[src/rtl/imm_gen_pipe_pkg.sv]
// imm_gen_pipe_pkg: LEGv8 opcode patterns, immediate format codes and default widths.
package imm_gen_pipe_pkg;
  localparam int WORD_DEF = 64;
  localparam int INSTR_LEN_DEF = 32;
  typedef enum logic [2:0] {
    IMM_NONE  = 3'd0,
    IMM_SHAMT = 3'd1,
    IMM_ALU12 = 3'd2,
    IMM_D9    = 3'd3,
    IMM_CB19  = 3'd4,
    IMM_B26   = 3'd5,
    IMM_MOV16 = 3'd6,
    IMM_ZERO  = 3'd7
  } imm_kind_e;
  // op is instr[31:21]; MOV is the ORR-with-XZR register form
  function automatic imm_kind_e decode_kind(input logic [10:0] op);
    casez (op)
      11'b000101?????, 11'b100101?????: return IMM_B26;
      11'b01010100???, 11'b1011010????: return IMM_CB19;
      11'b1001000100?, 11'b1001001000?, 11'b1011001000?,
      11'b1101001000?, 11'b1101000100?, 11'b1111000100?: return IMM_ALU12;
      11'b11111000010, 11'b11111000000: return IMM_D9;
      11'b1101001101?: return IMM_SHAMT;
      11'b110100101??, 11'b111100101??: return IMM_MOV16;
      11'b10101010000: return IMM_ZERO;
      default: return IMM_NONE;
    endcase
  endfunction
endpackage

[src/rtl/imm_extract.sv]
// imm_extract: combinational immediate extraction and format classification.
// Define IMM_SCALE_EN to scale branch offsets to bytes and shift MOVZ/MOVK by the hw field.
module imm_extract
  import imm_gen_pipe_pkg::*;
#(
  parameter int WORD = WORD_DEF,
  parameter int INSTR_LEN = INSTR_LEN_DEF
) (
  input  logic [INSTR_LEN-1:0] instr,
  output logic [WORD-1:0]      imm,
  output imm_kind_e            kind,
  output logic                 unknown
);
  logic [WORD-1:0] cb, br, mv;
  assign kind = decode_kind(instr[31:21]);
  assign unknown = kind == IMM_NONE;
`ifdef IMM_SCALE_EN
  logic [5:0] hw_sh;
  assign hw_sh = {instr[22:21], 4'b0000};
  assign cb = WORD'($signed(instr[23:5])) << 2;
  assign br = WORD'($signed(instr[25:0])) << 2;
  assign mv = int'(hw_sh) >= WORD ? '0 : WORD'(instr[20:5]) << hw_sh;
`else
  assign cb = WORD'($signed(instr[23:5]));
  assign br = WORD'($signed(instr[25:0]));
  assign mv = WORD'(instr[20:5]);
`endif
  assign imm = kind == IMM_SHAMT ? WORD'($signed(instr[15:10])) :
               kind == IMM_ALU12 ? WORD'($signed(instr[21:10])) :
               kind == IMM_D9    ? WORD'($signed(instr[20:12])) :
               kind == IMM_CB19  ? cb :
               kind == IMM_B26   ? br :
               kind == IMM_MOV16 ? mv :
               kind == IMM_ZERO  ? '0 : WORD'(instr);
endmodule

[src/rtl/imm_gen_pipe.sv]
// imm_gen_pipe: registered immediate generator with a one-entry skid buffer and unknown-opcode counter.
// Scaling of immediates follows IMM_SCALE_EN through imm_extract.
module imm_gen_pipe
  import imm_gen_pipe_pkg::*;
#(
  parameter int WORD = WORD_DEF,
  parameter int INSTR_LEN = INSTR_LEN_DEF,
  parameter int TAG_W = 64
) (
  input  logic                 clk,
  input  logic                 reset_n,
  input  logic                 in_valid,
  output logic                 in_ready,
  input  logic [INSTR_LEN-1:0] in_instr,
  input  logic [TAG_W-1:0]     in_tag,
  output logic                 out_valid,
  input  logic                 out_ready,
  output logic [WORD-1:0]      out_imm,
  output logic [2:0]           out_kind,
  output logic [TAG_W-1:0]     out_tag,
  output logic [15:0]          unk_cnt
);
  if (INSTR_LEN != 32 || WORD < 32) begin : g_bad_param
    $error("imm_gen_pipe: INSTR_LEN must be 32 and WORD at least 32");
  end
  logic [WORD-1:0] x_imm, skid_imm;
  imm_kind_e x_kind;
  logic x_unk, skid_full, accept, load;
  logic [2:0] skid_kind;
  logic [TAG_W-1:0] skid_tag;
  imm_extract #(.WORD(WORD), .INSTR_LEN(INSTR_LEN)) u_extract (
    .instr(in_instr), .imm(x_imm), .kind(x_kind), .unknown(x_unk)
  );
  // in_ready comes straight from a flop, so out_ready never reaches it combinationally
  assign in_ready = !skid_full;
  assign accept = in_valid & in_ready;
  assign load = !out_valid | out_ready;
  always_ff @(posedge clk or negedge reset_n) begin
    if (!reset_n) begin
      out_valid <= 1'b0;
      out_imm   <= '0;
      out_kind  <= IMM_NONE;
      out_tag   <= '0;
      skid_full <= 1'b0;
      skid_imm  <= '0;
      skid_kind <= IMM_NONE;
      skid_tag  <= '0;
      unk_cnt   <= '0;
    end else begin
      if (load) begin
        out_valid <= skid_full | accept;
        skid_full <= 1'b0;
        if (skid_full) begin
          out_imm  <= skid_imm;
          out_kind <= skid_kind;
          out_tag  <= skid_tag;
        end else if (accept) begin
          out_imm  <= x_imm;
          out_kind <= x_kind;
          out_tag  <= in_tag;
        end
      end else if (accept) begin
        skid_full <= 1'b1;
        skid_imm  <= x_imm;
        skid_kind <= x_kind;
        skid_tag  <= in_tag;
      end
      if (accept && x_unk && unk_cnt != 16'hFFFF) unk_cnt <= unk_cnt + 16'd1;
    end
  end
endmodule

[config.mk]
export PLATFORM = sky130hd
export DESIGN_NAME = imm_gen_pipe
export DESIGN_NICKNAME = d
export VERILOG_FILES = /design/src/rtl/imm_gen_pipe_pkg.sv /design/src/rtl/imm_extract.sv /design/src/rtl/imm_gen_pipe.sv
export SDC_FILE = /design/constraint.sdc
export NUM_CORES = 1
export LEC_CHECK = 0
export CORE_MARGIN = 1
export CORE_UTILIZATION = 50
export DETAILED_ROUTE_END_ITERATION = 10
export PLACE_DENSITY = 0.82
export SLEW_MARGIN = 0
export SYNTH_ARGS = -nofsm -noshare
export SYNTH_HDL_FRONTEND = slang
export SYNTH_SLANG_ARGS = --single-unit
[constraint.sdc]
create_clock -name clk -period 2.4 [get_ports clk]
set_clock_uncertainty 0.15 [all_clocks]
set_input_delay 0.48 -clock clk [delete_from_list [all_inputs] [get_ports clk]]
set_output_delay 0.48 -clock clk [all_outputs]
set_load 0.005 [all_outputs]
==> results.yml, run 1 <==
run_status:
  run_status: "finished, final reports clean"
setup_path:
  path_cells: "clkdlybuf4s15_1, or4b_4, nor4_4, buf_4, nor3_4, or3_4, a211o_1, a31oi_1"
  cp_top_family: "simple AND/OR/NAND/NOR gates"
  slowest_stage: "or4b_4"
  critPathMaxStageDelay_ns: 0.55
  crit_path_end_kind: "flip-flop"
  path_buf_inv: 2
  crit_type: "input pin to flip-flop"
  path_depth: 8
  r2r_slack_ns: 0.30
  cp_max_fo: 5
  start_kind: "input pin"
  cp_data_required_time_ns: 2.67
  r2r_cells: 7
  cp.arrival_ns: 2.61
synthesis:
  synth.top_cell.area_share: 0.517
  synthDistinctLibCells: 67
  netlist_area_sq_mm: 0.0106
  synthTopCellsByCount: "nand2_1 (312), dfrtp_1 (218), o21ai_0 (96), mux2i_1 (69), clkbuf_1 (60)"
  yosysSeqAreaShare: 0.517
  ys_ff_latch: 218
  ys_warn_count: 0
  synth_edf_count: 0
  synth.avg_cell_area_sq_um: 9.30
  synthTopCellsByArea: "dfrtp_1 (52%), nand2_1 (11%), mux2i_1 (6.5%)"
  synthArstFlopShare: 1.00
  synthCells: 1135
  synth_ff_type: "dfrtp_1"
  synth_most_common_cell: "nand2_1"
  synth_top_area_cell: "dfrtp_1"
  mappedNetlistNets: 1236
cts:
  clock_path_buffers: 3
  cts_made_buffers: 24
  htreeDepth: 1
  cts_tree: "yes"
  clk_pin_slew_ns: 0.06
  cts-root-buf: "clkbuf_16"
  clock_sinks: 218
  clk_latency_ns: 0.51
power:
  pwr-share-comb: 0.250
  power_leakage_nw: 6.70
  p_per_area_mw_per_mm2: 754
  p_clk_frac: 0.318
  swShare: 0.281
  vdd_drop_max_uv: 571
  power.internal_mw: 8.09
  p_seq_frac: 0.432
  p_sw_mw: 3.16
timing:
  setup_tns_ns: 0
  max-slew-margin-rel: 0.652
  hold_ws_ns: 0.323
  final_max_slew_viol_count: 0
  finalHoldViolCount: 0
  setup_slack_ns: 0.0618
  finalCritPeriodShare: 0.974
  rsz0062_at_grt: "yes"
  worstMarginPinSlew_ns: 0.516
  max_freq_ghz: 0.428
  finalCriticalPeriod_ns: 2.34
  setup_violations: 0
grt:
  grtUsageTotal: 0.294
  grt_pass1_wl_microns: 50600
  grt_pass1_vias: 9407
  grt_max_degree: 105
  overflow: 0
  grt_antenna_before_repair: 0
worst_hold_path:
  hold_depth: 2
  hp-class: "flip-flop to flip-flop"
floorplanning:
  dieArea_sq_mm: 0.0217
  initial_core_util: 0.516
  die_w_microns: 147
  die_h_microns: 147
  io_pins: 249
  num_rows: 52
  coreArea_sq_mm: 0.0204
drt:
  drtPass1Iterations: 5
  drc_errors: 0
  final_antenna_net_count: 0
  routed_wl_microns: 32200
  first_iter_violations: 709
  wl_per_cell_microns: 18.8
  via_count: 9646
  via_per_inst: 5.63
placed_design:
  dp_hpwl_microns: 22500
  gp_congestion: 0.958
  dpl_worst_slack_ns: -0.804
  placed_area_sq_mm: 0.0139
  portBuffers: 248
cells_and_area:
  nFillCells: 1508
  diodes: 0
  area_growth_pct: 41.3
  drive_gt1_frac: 0.158
  stdcell_area_sq_mm: 0.0149
  nNetsFinal: 1527
job:
  drv_cap: 0
[repair_timing]
item / 4_1_cts / 5_1_grt
hold buffers: 1 / 0
endpoints found under the hold margin: 49 / 0
endpoints found under the setup margin: 74 / 95
pin swaps: 16 / 6
resized for setup: 51 / 15
buffers inserted: 5 / 1
[kinds of logic (layout without fill, tap and decap cells)]
group,Yosys count,after routing,synth area share
AO/OA/AOI/OAI,230,230,0.135
XOR/XNOR,14,14,0.0116
adder cells (fa/ha/maj),1,1,0.00119
buffers and inverters,114,423,0.0554
flip-flops,218,218,0.517
multiplexers,72,72,0.0687
AND/OR/NAND/NOR,486,486,0.211
[cell type report]
cell class,count,area (sq um),area share
Inverter,5,21.3,0.00143
Tap cell,270,338,0.0227
Clock inverter,3,17.5,0.00117
Multi-Input combinational cell,803,4780,0.321
Timing Repair Buffer,374,3540,0.237
Clock buffer,41,756,0.0507
Sequential cell,218,5460,0.366
[sequential cells by signal (all words and copies together), names as in the netlist]
register / cells
out_tag: 64
skid_tag: 64
out_imm: 33
skid_imm: 33
unk_cnt: 16
out_kind: 3
skid_kind: 3
out_valid: 1
skid_full: 1
[tightest hold or removal path: cells and delay by family, from the launching register on]
family | cells | cell delay, ns
AND/OR/NAND/NOR | 2 | 0.10
flip-flops | 1 | 0.34
[metrics by stage]
step	power, mW	std cells	util
5_1_grt	11.8	1714	0.730
3_3_place_gp	7.55	1664	0.678
2_1_floorplan	6.03	1135	-
4_1_cts	11.3	1713	0.727
3_5_place_dp	7.66	1664	0.678
6_report	11.2	1714	0.730
[worst paths after layout]
| kind | startpoint | end |
|---|---|---|
| worst max-delay path | in_instr[26] | out_imm[15] |
| worst min-delay path | skid_tag[44] | skid_tag[44] |
| worst max register to register | unk_cnt[0] | unk_cnt[1] |
| worst min register to register | skid_tag[44] | skid_tag[44] |
| max in group asynchronous | reset_n | unk_cnt[6] |
| min in group asynchronous | reset_n | skid_tag[20] |
[placed cells by master, fill, tap and decap left out, types with 25 or more instances in the layout]
master and count:
nand2_1 311, buf_4 111, clkdlybuf4s50_1 236, o21ai_0 91
dfrtp_1 217, nor3_1 27, clkbuf_16 25, mux2i_1 69
a21oi_1 35, nor2_1 54
[power groups by stage]
stage / registers (mW) / clock network (mW) / logic [mW]
3_3_place_gp: 4.88 / 0 / 2.67
3_5_place_dp: 4.91 / 0 / 2.74
4_1_cts: 4.86 / 3.63 / 2.81
6_report: 4.86 / 3.58 / 2.81
2_1_floorplan: 4.87 / 0 / 1.16
5_1_grt: 4.95 / 3.76 / 3.06
[routing by layer]
layer,GRT usage,routed length (microns),vias to the layer above,part of all wire
li1,-,-,4467,-
met5,0,0,-,0
met2,0.484,15300,459,0.48
met3,0.0550,2910,74,0.090
met1,0.396,13100,4646,0.41
met4,0.0851,889,0,0.028
No activity file was read; power rests on OpenSTA's default activity.
==> run 2, diff against run 1 <==
--- a/config.mk
+++ b/config.mk
@@ -5,10 +5,13 @@
 export SDC_FILE = /design/constraint.sdc
 export NUM_CORES = 1
 export LEC_CHECK = 0
+export CELL_PAD_IN_SITES_DETAIL_PLACEMENT = 1
+export CELL_PAD_IN_SITES_GLOBAL_PLACEMENT = 2
 export CORE_MARGIN = 1
-export CORE_UTILIZATION = 50
+export CORE_UTILIZATION = 35
 export DETAILED_ROUTE_END_ITERATION = 10
-export PLACE_DENSITY = 0.82
+export DONT_BUFFER_PORTS = 1
+export PLACE_DENSITY = 0.76
 export SLEW_MARGIN = 0
 export SYNTH_ARGS = -nofsm -noshare
 export SYNTH_HDL_FRONTEND = slang
==> run 2 against run 1 <==
The run now ends with negative hold slack left. Final cell count fell by 6.0%. Utilization decreased by 30 points. Die area is 42% higher. Clock power is 11% higher. Count of clock-buffer cells in the layout unchanged. Flip-flop and latch count unchanged. Total power down 6.9%. Critical path depth fell by 6. Sequential power is 3% higher. Cell area down 14%. Via count fell by 11%. Critical path type is now flip-flop to output port. Largest power group unchanged.
==> results.yml, run 2 (synthesis gave the netlist of run 1 again) <==
timing:
  max-slew-margin-rel: 0.462
  max_freq_ghz: 0.438
  worstMarginPinSlew_ns: 0.808
  finalCriticalPeriod_ns: 2.28
  finalCritPeriodShare: 0.951
  final_max_slew_viol_count: 0
  hold_ws_ns: -0.527
  setup_violations: 0
  rsz0062_at_grt: "no"
  finalHoldViolCount: 218
grt:
  grtUsageTotal: 0.214
  overflow: 0
  grt_max_degree: 219
  grt_antenna_before_repair: 1
  grt_pass1_wl_microns: 52200
  grt_pass1_vias: 9066
floorplanning:
  num_rows: 63
  dieArea_sq_mm: 0.0308
  die_w_microns: 176
  io_pins: 249
  die_h_microns: 176
  initial_core_util: 0.356
  coreArea_sq_mm: 0.0296
placed_design:
  placed_area_sq_mm: 0.0112
  dp_hpwl_microns: 21800
  dp.cells: 1484
  gp_congestion: 0.878
  portBuffers: 0
drt:
  drc_errors: 0
  final_antenna_net_count: 0
  first_iter_violations: 507
  via_count: 8591
  wl_per_cell_microns: 20.3
  drtPass1Iterations: 4
  via_per_inst: 5.33
  routed_wl_microns: 32800
cells_and_area:
  diodes: 0
  nNetsFinal: 1302
  top_regs: "out_tag (64), skid_tag (64)"
  nFillCells: 3388
  final_cell_mix: "nand2_1 (311), dfrtp_1 (216), o21ai_0 (96)"
  stdcell_area_sq_mm: 0.0128
  drive_gt1_frac: 0.122
  final_common_cell: "nand2_1"
  instances_no_fill: 1611
  area_growth_pct: 21.5
cts:
  cts_made_buffers: 27
  cts-root-buf: "clkbuf_16"
  clock_sinks: 218
  clk_latency_ns: 0.55
  cts_tree: "yes"
  htreeDepth: 1
  clk_pin_slew_ns: 0.06
  clock_path_buffers: 3
  cts_hold_buf: 78
run_status:
  violations: "negative hold slack"
  run_status: "finished with violations"
power:
  power_mw: 10.5
  p_per_area_mw_per_mm2: 817
  power_leakage_nw: 5.78
  vdd_drop_max_uv: 562
setup_path:
  crit_type: "flip-flop to output port"
  crit_path_end_kind: "output port"
  cp.arrival_ns: 1.65
  cp_data_required_time_ns: 1.77
  cp_max_fo: 22
  start_kind: "flip-flop"
job:
  drv_cap: 0
worst_hold_path:
  hp-class: "input pin to asynchronous set/reset pin"
==> run 2: cell types whose count changed in the layout (fill, tap and decap cells not counted), moves of 4 or more <==
cell / delta
a211oi_1: +9
a211oi_2: -8
a221oi_1: +4
buf_4: -52
buf_6: -7
clkbuf_1: -4
clkdlybuf4s50_1: -236
clkinv_2: +4
dlygate4sd2_1: -8
dlygate4sd3_1: +77
o21ai_0: +5
o21ai_1: -4
==> run 2: metal layers <==
metal  up-vias  share of wire  global-route usage
met5         -        0.00040                   0
met2       232           0.46               0.347
met4         2          0.026              0.0565
met1      4278           0.43               0.275
li1       4022              -                   -
met3        57          0.082              0.0697
==> run 2: path summary, 6_finish.rpt <==
kind / start / endpoint / slack (ns) / cells past startpoint
max in group asynchronous: reset_n / skid_full / 2.26 / 0
worst max-delay path: skid_full / in_ready / 0.12 / 2
worst max register to register: unk_cnt[0] / unk_cnt[1] / 0.18 / 7
worst min register to register: skid_tag[29] / skid_tag[29] / 0.32 / 2
worst min-delay path: reset_n / out_tag[27] / -0.53 / 0
min in group clk: in_tag[49] / out_tag[49] / 0.01 / 2
==> run 2: critical path, cell delays in order, from the launching register on <==
cell and delay [ns]:
dfrtp_4 0.57, inv_2 0.18, buf_4 0.33
==> run 2: where the power goes <==
part	internal [mW]	switching [mW]
Clock	2.35	1.63
Combinational	0.674	0.797
Sequential	4.41	0.616
Total	7.43	3.04
==> run 2: per-stage QoR <==
stage	worst slack, ns	TNS, ns	util	hold slack [ns]
6_report	0.118	0	0.433	-0.527
3_3_place_gp	-0.245	-6.55	0.377	0.0387
4_1_cts	0.0933	0	0.432	-0.550
5_1_grt	0.0289	0	0.433	-0.546
2_1_floorplan	-0.0632	-0.320	-	0.0344
3_5_place_dp	-0.277	-8.69	0.377	0.0387
==> run 2: final cells by class <==
cell class	instances	area, sq um	area share
Clock inverter	8	57.6	0.00449
Tap cell	390	488	0.0381
Inverter	5	18.8	0.00146
Clock buffer	41	818	0.0638
Sequential cell	218	5460	0.426
Timing Repair Buffer	146	1400	0.109
Multi-Input combinational cell	803	4580	0.357
==> run 2: what timing repair did <==
item,in CTS,in global routing
endpoints found under the setup margin,0,1
buffers inserted,0,0
hold endpoints to repair,366,218
gates resized for setup,0,1
==> run 3, diff against run 2 <==
--- a/config.mk
+++ b/config.mk
@@ -7,6 +7,7 @@
 export LEC_CHECK = 0
 export CELL_PAD_IN_SITES_DETAIL_PLACEMENT = 1
 export CELL_PAD_IN_SITES_GLOBAL_PLACEMENT = 2
+export CORE_ASPECT_RATIO = 0.6
 export CORE_MARGIN = 1
 export CORE_UTILIZATION = 35
 export DETAILED_ROUTE_END_ITERATION = 10
==> run 3 against run 2 <==
The flow still finishes with violations (negative hold slack). Die area about the same. Cell area is essentially flat. Non-clock buffer count rose by 24. Wire length up 5.4%. Via count rose by 1.7%. First-iteration DRC count grew 25%. Clock power decreased by 12%. Combinational power grew 5%. Final cell count rose by 1.6%. Critical path type unchanged. Largest power group unchanged.
==> results.yml, run 3 (synthesis gave the netlist of run 1 again) <==
run_status:
  run_status: "finished with violations"
  violations: "negative hold slack"
timing:
  rsz0062_at_grt: "no"
  max-slew-margin-rel: 0.464
  finalCriticalPeriod_ns: 2.26
  setup_slack_ns: 0.141
  worstMarginPinSlew_ns: 0.804
  finalHoldViolCount: 218
  final_max_slew_viol_count: 0
  hold_ws_ns: -0.509
  setup_violations: 0
  max_freq_ghz: 0.443
  setup_tns_ns: 0
  finalCritPeriodShare: 0.941
floorplanning:
  die_w_microns: 226
  dieArea_sq_mm: 0.0309
  coreArea_sq_mm: 0.0292
  io_pins: 249
  num_rows: 48
  initial_core_util: 0.361
  die_h_microns: 136
cts:
  clock_path_buffers: 3
  cts_setup_buffers: 0
  clock_sinks: 218
  cts_tree: "yes"
  htreeDepth: 1
  cts-root-buf: "clkbuf_16"
  clk_pin_slew_ns: 0.06
  cts_made_buffers: 23
  clk_latency_ns: 0.53
power:
  power_leakage_nw: 5.81
  vdd_drop_max_uv: 495
  p_per_area_mw_per_mm2: 788
  power_mw: 10.1
drt:
  wl_per_cell_microns: 21.1
  drc_errors: 0
  final_antenna_net_count: 0
  via_count: 8733
  via_per_inst: 5.33
  drtPass1Iterations: 5
  first_iter_violations: 634
  routed_wl_microns: 34500
placed_design:
  portBuffers: 0
  placed_area_sq_mm: 0.0113
  dpl_worst_slack_ns: -0.280
  dp.cells: 1518
  gp_congestion: 0.865
  dp_hpwl_microns: 23300
setup_path:
  start_kind: "flip-flop"
  crit_path_end_kind: "output port"
  cp.arrival_ns: 1.63
  cp_data_required_time_ns: 1.77
  cp_max_fo: 25
  regToRegStartpoint: "unk_cnt[6]"
  r2r_slack_ns: 0.19
  crit_type: "flip-flop to output port"
  r2r_end: "unk_cnt[1]"
  r2r_cells: 6
cells_and_area:
  instances_no_fill: 1637
  area_growth_pct: 21.5
  drive_gt1_frac: 0.131
  final_cell_mix: "nand2_1 (311), dfrtp_1 (216), o21ai_0 (96)"
  final_common_cell: "nand2_1"
  stdcell_area_sq_mm: 0.0128
  top_regs: "out_tag (64), skid_tag (64)"
  nNetsFinal: 1322
grt:
  overflow: 0
  grt_pass1_vias: 8927
  grt_max_degree: 219
  grtUsageTotal: 0.225
  grt_pass1_wl_microns: 53500
  grt_antenna_before_repair: 1
worst_hold_path:
  hp-class: "input pin to asynchronous set/reset pin"
job:
  drv_cap: 0
run 3: cell count changes in the layout (fill, tap and decap cells not counted), sizes merged:
cell    change
clkbuf      -6
diode       +2
buf        +24
clkinv      -4
run 3: worst max path at each step:
stage | start | slack [ns] | cells past startpoint | end
6_report | skid_full | 0.14 | 2 | in_ready
5_1_grt | unk_cnt[6] | 0.04 | 6 | unk_cnt[1]
4_1_cts | skid_full | 0.11 | 2 | in_ready
3_5_place_dp | in_instr[26] | -0.28 | 6 | out_imm[11]
3_3_place_gp | in_instr[26] | -0.26 | 8 | skid_imm[1]
2_1_floorplan | in_instr[21] | -0.06 | 7 | out_imm[15]
run 3: what timing repair did:
item	4_1_cts	5_1_grt
endpoints found under the hold margin	349	219
hold buffers	77	1
resized for setup	0	0
run 3: area by class of cell:
type	count	area, sq um
Inverter	5	18.8
Sequential cell	218	5460
Clock buffer	35	691
Timing Repair Buffer	170	1530
Fill cell	3340	16400
Multi-Input combinational cell	803	4570
Clock inverter	4	37.5
Antenna cell	2	5.00
Tap cell	400	500
run 3: worst max-delay path, stage by stage, from the launching register on:
cell	delay [ns]
dfrtp_4	0.61
inv_2	0.12
buf_4	0.36
run 3: metal layers:
layer  global-route usage  part of all wire  vias to the layer above
li1                     -                 -                     4069
met1                0.337              0.49                     4402
met2                0.318              0.42                      227
met3               0.0640             0.075                       35
met4               0.0439             0.015                        0
met5                    0                 0                        -
run 3: per-stage QoR:
step                hold WS, ns   util
floorplan                0.0344      -
global placement         0.0390  0.387
detailed placement       0.0402  0.387
CTS                      -0.541  0.439
global route             -0.544  0.439
finish                   -0.509  0.439
run 3: power breakdown:
part	switching (mW)	internal (mW)	leakage (nW)
sequential	0.638	4.41	2.68
clock	1.53	1.99	0.357
combinational	0.834	0.704	2.77
==> variant 1: new RTL, settings of run 2 <==
Make the reset (`reset_n`) synchronous in one clocked block.
--- a/src/rtl/imm_gen_pipe.sv
+++ b/src/rtl/imm_gen_pipe.sv
@@ -35,7 +35,7 @@
   assign in_ready = !skid_full;
   assign accept = in_valid & in_ready;
   assign load = !out_valid | out_ready;
-  always_ff @(posedge clk or negedge reset_n) begin
+  always_ff @(posedge clk) begin
     if (!reset_n) begin
       out_valid <= 1'b0;
       out_imm   <= '0;
Formal check against the unedited RTL: not equivalent (Yosys sat finds a counterexample within 4 cycles, from zero or initial values and one cycle with reset_n low; the reset may be asserted at any time).
==> variant 1 against run 2 <==
First-iteration DRC count down 24%. Area after synthesis decreased by 6.5%. Worst setup slack better by 0.084 ns. Routed wire length grew 1.9%. Highest routed layer is now met4. Cell area is 4.5% lower. Power is 16% lower. Register-to-register slack better by 0.02 ns. Largest power group unchanged. Sequential cell count stayed put.
==> variant 1: results (changes against run 2) <==
[setup_path]
worstPathArrival_ns = 2.50  ; +0.85 ns
r2r_setup_slack_ns = 0.20  ; +0.02 ns
critPathMaxStageDelay_ns = 0.48  ; -0.09 ns

[cells_and_area]
final_nets = 1345  ; +3.3%
fill_cells = 3261  ; -3.7%
drive_gt1_share_pct = 13.05  ; +0.85 points

[grt]
grt_pass1_wl_um = 51330  ; -1.7%
first_global_vias = 9057  ; -0.099%
track_usage_pct = 22.42  ; +0.99 points
antenna_found_initial = 0  ; -1
grt_max_degree = 71  ; -68%

[pwr]
leakage_nw = 4.409  ; -24%
irDropWorstVdd_v = 0.0004262  ; -24%

[place]
hpwl_um = 21570  ; -0.83%
dpl_cell_area_sq_um = 10600  ; -5.0%
gp_congestion = 0.9101  ; +3.6%

[worst_hold_path]
hp-class = in -> reg

[run_status]
status = finished, final reports clean

[yosys]
async_flop_share_pct = 0  ; -100 points
ys_seq_area_share_pct = 44.26  ; -7.4 points
synth_common_cells = 218 x dfxtp_1, 187 x nand2_1, 129 x a21oi_1
synth-compound-area-share_pct = 21.99  ; +8.5 points
synth_cell_types = 68  ; +1.5%
muxShareOfSynthArea_pct = 6.497  ; -0.37 points

[detailed_routing]
wirelength_um = 33390  ; +1.9%
drtIter0Drc = 385  ; -24%
vias = 8964  ; +4.3%

variant 1: cell types whose count changed after synthesis, sizes merged, moves of 21 or more:
cell | run 2 | this run
dfxtp | 0 | 218
a21oi | 35 | 129
o21ai | 100 | 56
nor2 | 57 | 99
nor3 | 35 | 10
dfrtp | 218 | 0
a211oi | 24 | 77
nand2 | 312 | 187
clkbuf | 60 | 81
variant 1: layer usage:
metal	GRT usage, %	vias up	routed length [um]
met5	0	-	0
met2	36.85	226	15460
li1	-	4323	-
met4	6.385	0	757
met3	6.884	38	2967
met1	28.14	4377	14210
variant 1: layout make-up:
cell class	instances	area [sq um]	share of cell area, %
flip-flops and latches	218	4369	35.69
well taps	378	473.0	3.864
clock buffers	42	842.1	6.879
repair buffers	162	1539	12.57
inverters	12	50.05	0.4089
multi-input cells	824	4933	40.30
clock inverters	6	33.78	0.2760
variant 1: metrics by stage:
| stage | instances | setup TNS, ns | total power, mW | utilization, % | setup WS (ns) |
|---|---|---|---|---|---|
| 2_1_floorplan | 1178 | -1.457 | 4.559 | - | -0.1376 |
| 3_3_place_gp | 1519 | -6.892 | 4.760 | 38.15 | -0.2560 |
| 3_5_place_dp | 1519 | -6.750 | 4.781 | 38.15 | -0.2921 |
| 4_1_cts | 1641 | 0 | 8.902 | 44.00 | 0.1248 |
| 5_1_grt | 1642 | 0 | 9.184 | 44.06 | 0.001897 |
| 6_report | 1642 | 0 | 8.776 | 44.06 | 0.2017 |
variant 1: timing repair:
item                                    4_1_cts  5_1_grt
endpoints found under the setup margin        0        4
hold buffers                                 74        1
hold endpoints to repair                    110        1
gates resized for setup                       0        1
variant 1: worst max-delay path by stage:
stage	startpoint	to	slack (ns)	cells after the start
global route	unk_cnt[4]	unk_cnt[14]	0.002	7
detailed placement	in_instr[31]	skid_imm[26]	-0.29	8
finish	unk_cnt[4]	unk_cnt[14]	0.20	7
floorplan	in_instr[24]	out_imm[28]	-0.14	8
CTS	unk_cnt[4]	unk_cnt[6]	0.12	7
global placement	in_instr[31]	skid_imm[26]	-0.26	8
variant 1: worst register-to-register path, cell delays in order (launching register included):
cell and delay, ns:
dfxtp_1 0.35, and4_1 0.27, nand2_1 0.13, nor4_2 0.07, nor3_1 0.22, nand4_1 0.32, or4_1 0.49, a21oi_1 0.14
variant 1: report_power, final:
group / switching, mW / internal [mW]
Combinational: 0.467 / 0.379
Sequential: 0.164 / 3.81
Clock: 1.57 / 2.39
Total: 2.20 / 6.58
variant 1: kinds of logic (layout without fill, tap and decap cells):
kind of cell / count (synthesis) / count (layout)
adder cells (fa/ha/maj): 1 / 1
XOR/XNOR: 6 / 6
AND/OR/NAND/NOR: 414 / 414
buffers and inverters: 136 / 222
flip-flops: 218 / 218
multiplexers: 64 / 64
AO/OA/AOI/OAI: 339 / 339
==> variant 2: new RTL, config.mk and constraints of run 2 <==
Without the edit above. Add a define of `IMM_SCALE_EN`.
--- a/src/rtl/imm_extract.sv
+++ b/src/rtl/imm_extract.sv
@@ -1,5 +1,7 @@
 // imm_extract: combinational immediate extraction and format classification.
 // Define IMM_SCALE_EN to scale branch offsets to bytes and shift MOVZ/MOVK by the hw field.
+`define IMM_SCALE_EN
+
 module imm_extract
   import imm_gen_pipe_pkg::*;
 #(
Formal check against the unedited RTL: not equivalent (a bounded check fails within 4 cycles, from zero or initial values and one cycle with reset_n low).
==> variant 2 against run 2 <==
Power rose by 30%. Cell area up 28%. Clock power up 27%. The run still ends with negative hold slack left. Register-to-register slack better by 0.05 ns. Count of clock-buffer cells in the layout is 8 higher. Area after synthesis rose by 25%. Global-route usage up 3.2 points. Routed wire length is 42% higher. Sequential share of layout area increased by 0.11 points. Sequential cell count increased by 62. Worst setup slack improved by 0.044 ns.
==> variant 2: results (changes against run 2) <==
[place]
dpl_cell_area_sq_um = 14510  ; +30%
gp_congestion = 0.8508  ; -3.1%
hpwl_um = 29740  ; +37%

[yosys]
ys_seq_area_share_pct = 53.27  ; +1.6 points
synth_common_cells = 363 x nand2_1, 280 x dfrtp_1, 124 x nor2_1
synthesis.nets = 1554  ; +26%
synth_area_leaders = dfrtp_1 53%, nand2_1 10%, mux2i_1 4.9%, nor2_1 3.5%, a21oi_1 3.1%
synth_cell_types = 74  ; +10%

[detailed_routing]
drtIter0Drc = 596  ; +18%
vias = 11400  ; +33%
post_drt_wl_per_cell_um = 22.65  ; +11%
drtPass1Iterations = 5  ; +1

[clocking]
h-tree-depth = 2  ; +1
numCtsBuffers = 34  ; +26%
cts-hold-fix-buffers = 83  ; +6.4%
clkLatencyLatePin_ns = 0.53  ; -0.02 ns

[run_status]
violations = negative hold slack
status = finished with violations

[sta]
hold_violations = 280  ; +28%
fin_hold_ws_ns = -0.5036  ; +0.02346 ns
max_slew_margin_pct = 41.72  ; -4.4 points

[pwr]
irDropWorstVdd_v = 0.0007113  ; +27%
leakage_nw = 7.271  ; +26%
switchingPower_mw = 3.933  ; +29%

[cells_and_area]
antennaDiodeCount = 0  ; unchanged
drive_gt1_share_pct = 13.26  ; +1.1 points
final_nets = 1667  ; +28%
fill_cells = 4179  ; +23%

[setup_path]
critPathMaxFanout = 33  ; +50%

[grt]
track_usage_pct = 24.64  ; +3.2 points
grt_max_degree = 281  ; +28%
first_global_vias = 12110  ; +34%
grt_pass1_wl_um = 73370  ; +41%

==> variant 2: repair_timing <==
item / CTS / global route
hold endpoints to repair: 471 / 280
buffers inserted: 0 / 0
gates resized for setup: 0 / 0
==> variant 2: final timing paths <==
check                                  start      endpoint  slack, ns  cells after the start
worst max-delay path               skid_full      in_ready       0.16                      2
worst min-delay path                 reset_n   out_tag[45]      -0.50                      0
worst max register to register    unk_cnt[8]    unk_cnt[8]       0.23                      9
worst min register to register  skid_imm[28]  skid_imm[28]       0.32                      2
max in group asynchronous            reset_n   out_imm[41]       1.88                      0
min in group clk                  in_tag[49]   out_tag[49]       0.03                      2
==> variant 2: metrics by stage <==
step	setup WS, ns	instances	hold WS, ns	utilization, %
2_1_floorplan	-0.1324	1453	0.03441	-
3_3_place_gp	-0.2216	1915	0.04060	39.44
3_5_place_dp	-0.2760	1915	0.03938	39.44
4_1_cts	0.1111	2052	-0.5463	44.64
5_1_grt	0.05271	2052	-0.5397	44.64
6_report	0.1616	2052	-0.5036	44.64
==> variant 2: routing by layer <==
metal / global-route usage [%] / vias up / share of wire, %
met5: 0 / - / 0
met4: 6.829 / 0 / 1.9
met3: 5.845 / 55 / 6.8
met2: 40.38 / 273 / 48
met1: 32.50 / 5813 / 43
li1: - / 5263 / -
==> variant 2: cell families after synthesis <==
kind of cell	synth area share, %
buf+inv	3.795
flops	53.27
mux	5.032
compound gates	16.26
fa+ha+maj	0.09511
xor+xnor	0.9988
simple gates	20.56
==> variant 2: power groups by stage <==
| stage | clock, mW | sequential [mW] | combinational [mW] |
|---|---|---|---|
| final | 5.07 | 6.48 | 2.06 |
| after CTS | 5.24 | 6.49 | 2.08 |
| after global routing | 5.37 | 6.61 | 2.35 |
| after detailed placement | 0 | 6.57 | 1.93 |
| after global placement | 0 | 6.53 | 1.85 |
| after floorplan | 0 | 6.29 | 1.44 |
==> variant 2: final cells by class <==
cell class | instances | area share (%)
Sequential cell | 280 | 42.69
Inverter | 5 | 0.1143
Tap cell | 468 | 3.566
Multi-Input combinational cell | 1051 | 35.75
Timing Repair Buffer | 194 | 11.28
Clock buffer | 49 | 6.263
Clock inverter | 5 | 0.3429
==> variant 2: worst max-delay path: stages (launching register included) <==
cell and delay [ns]:
dfrtp_4 0.56, inv_2 0.26, buf_12 0.24
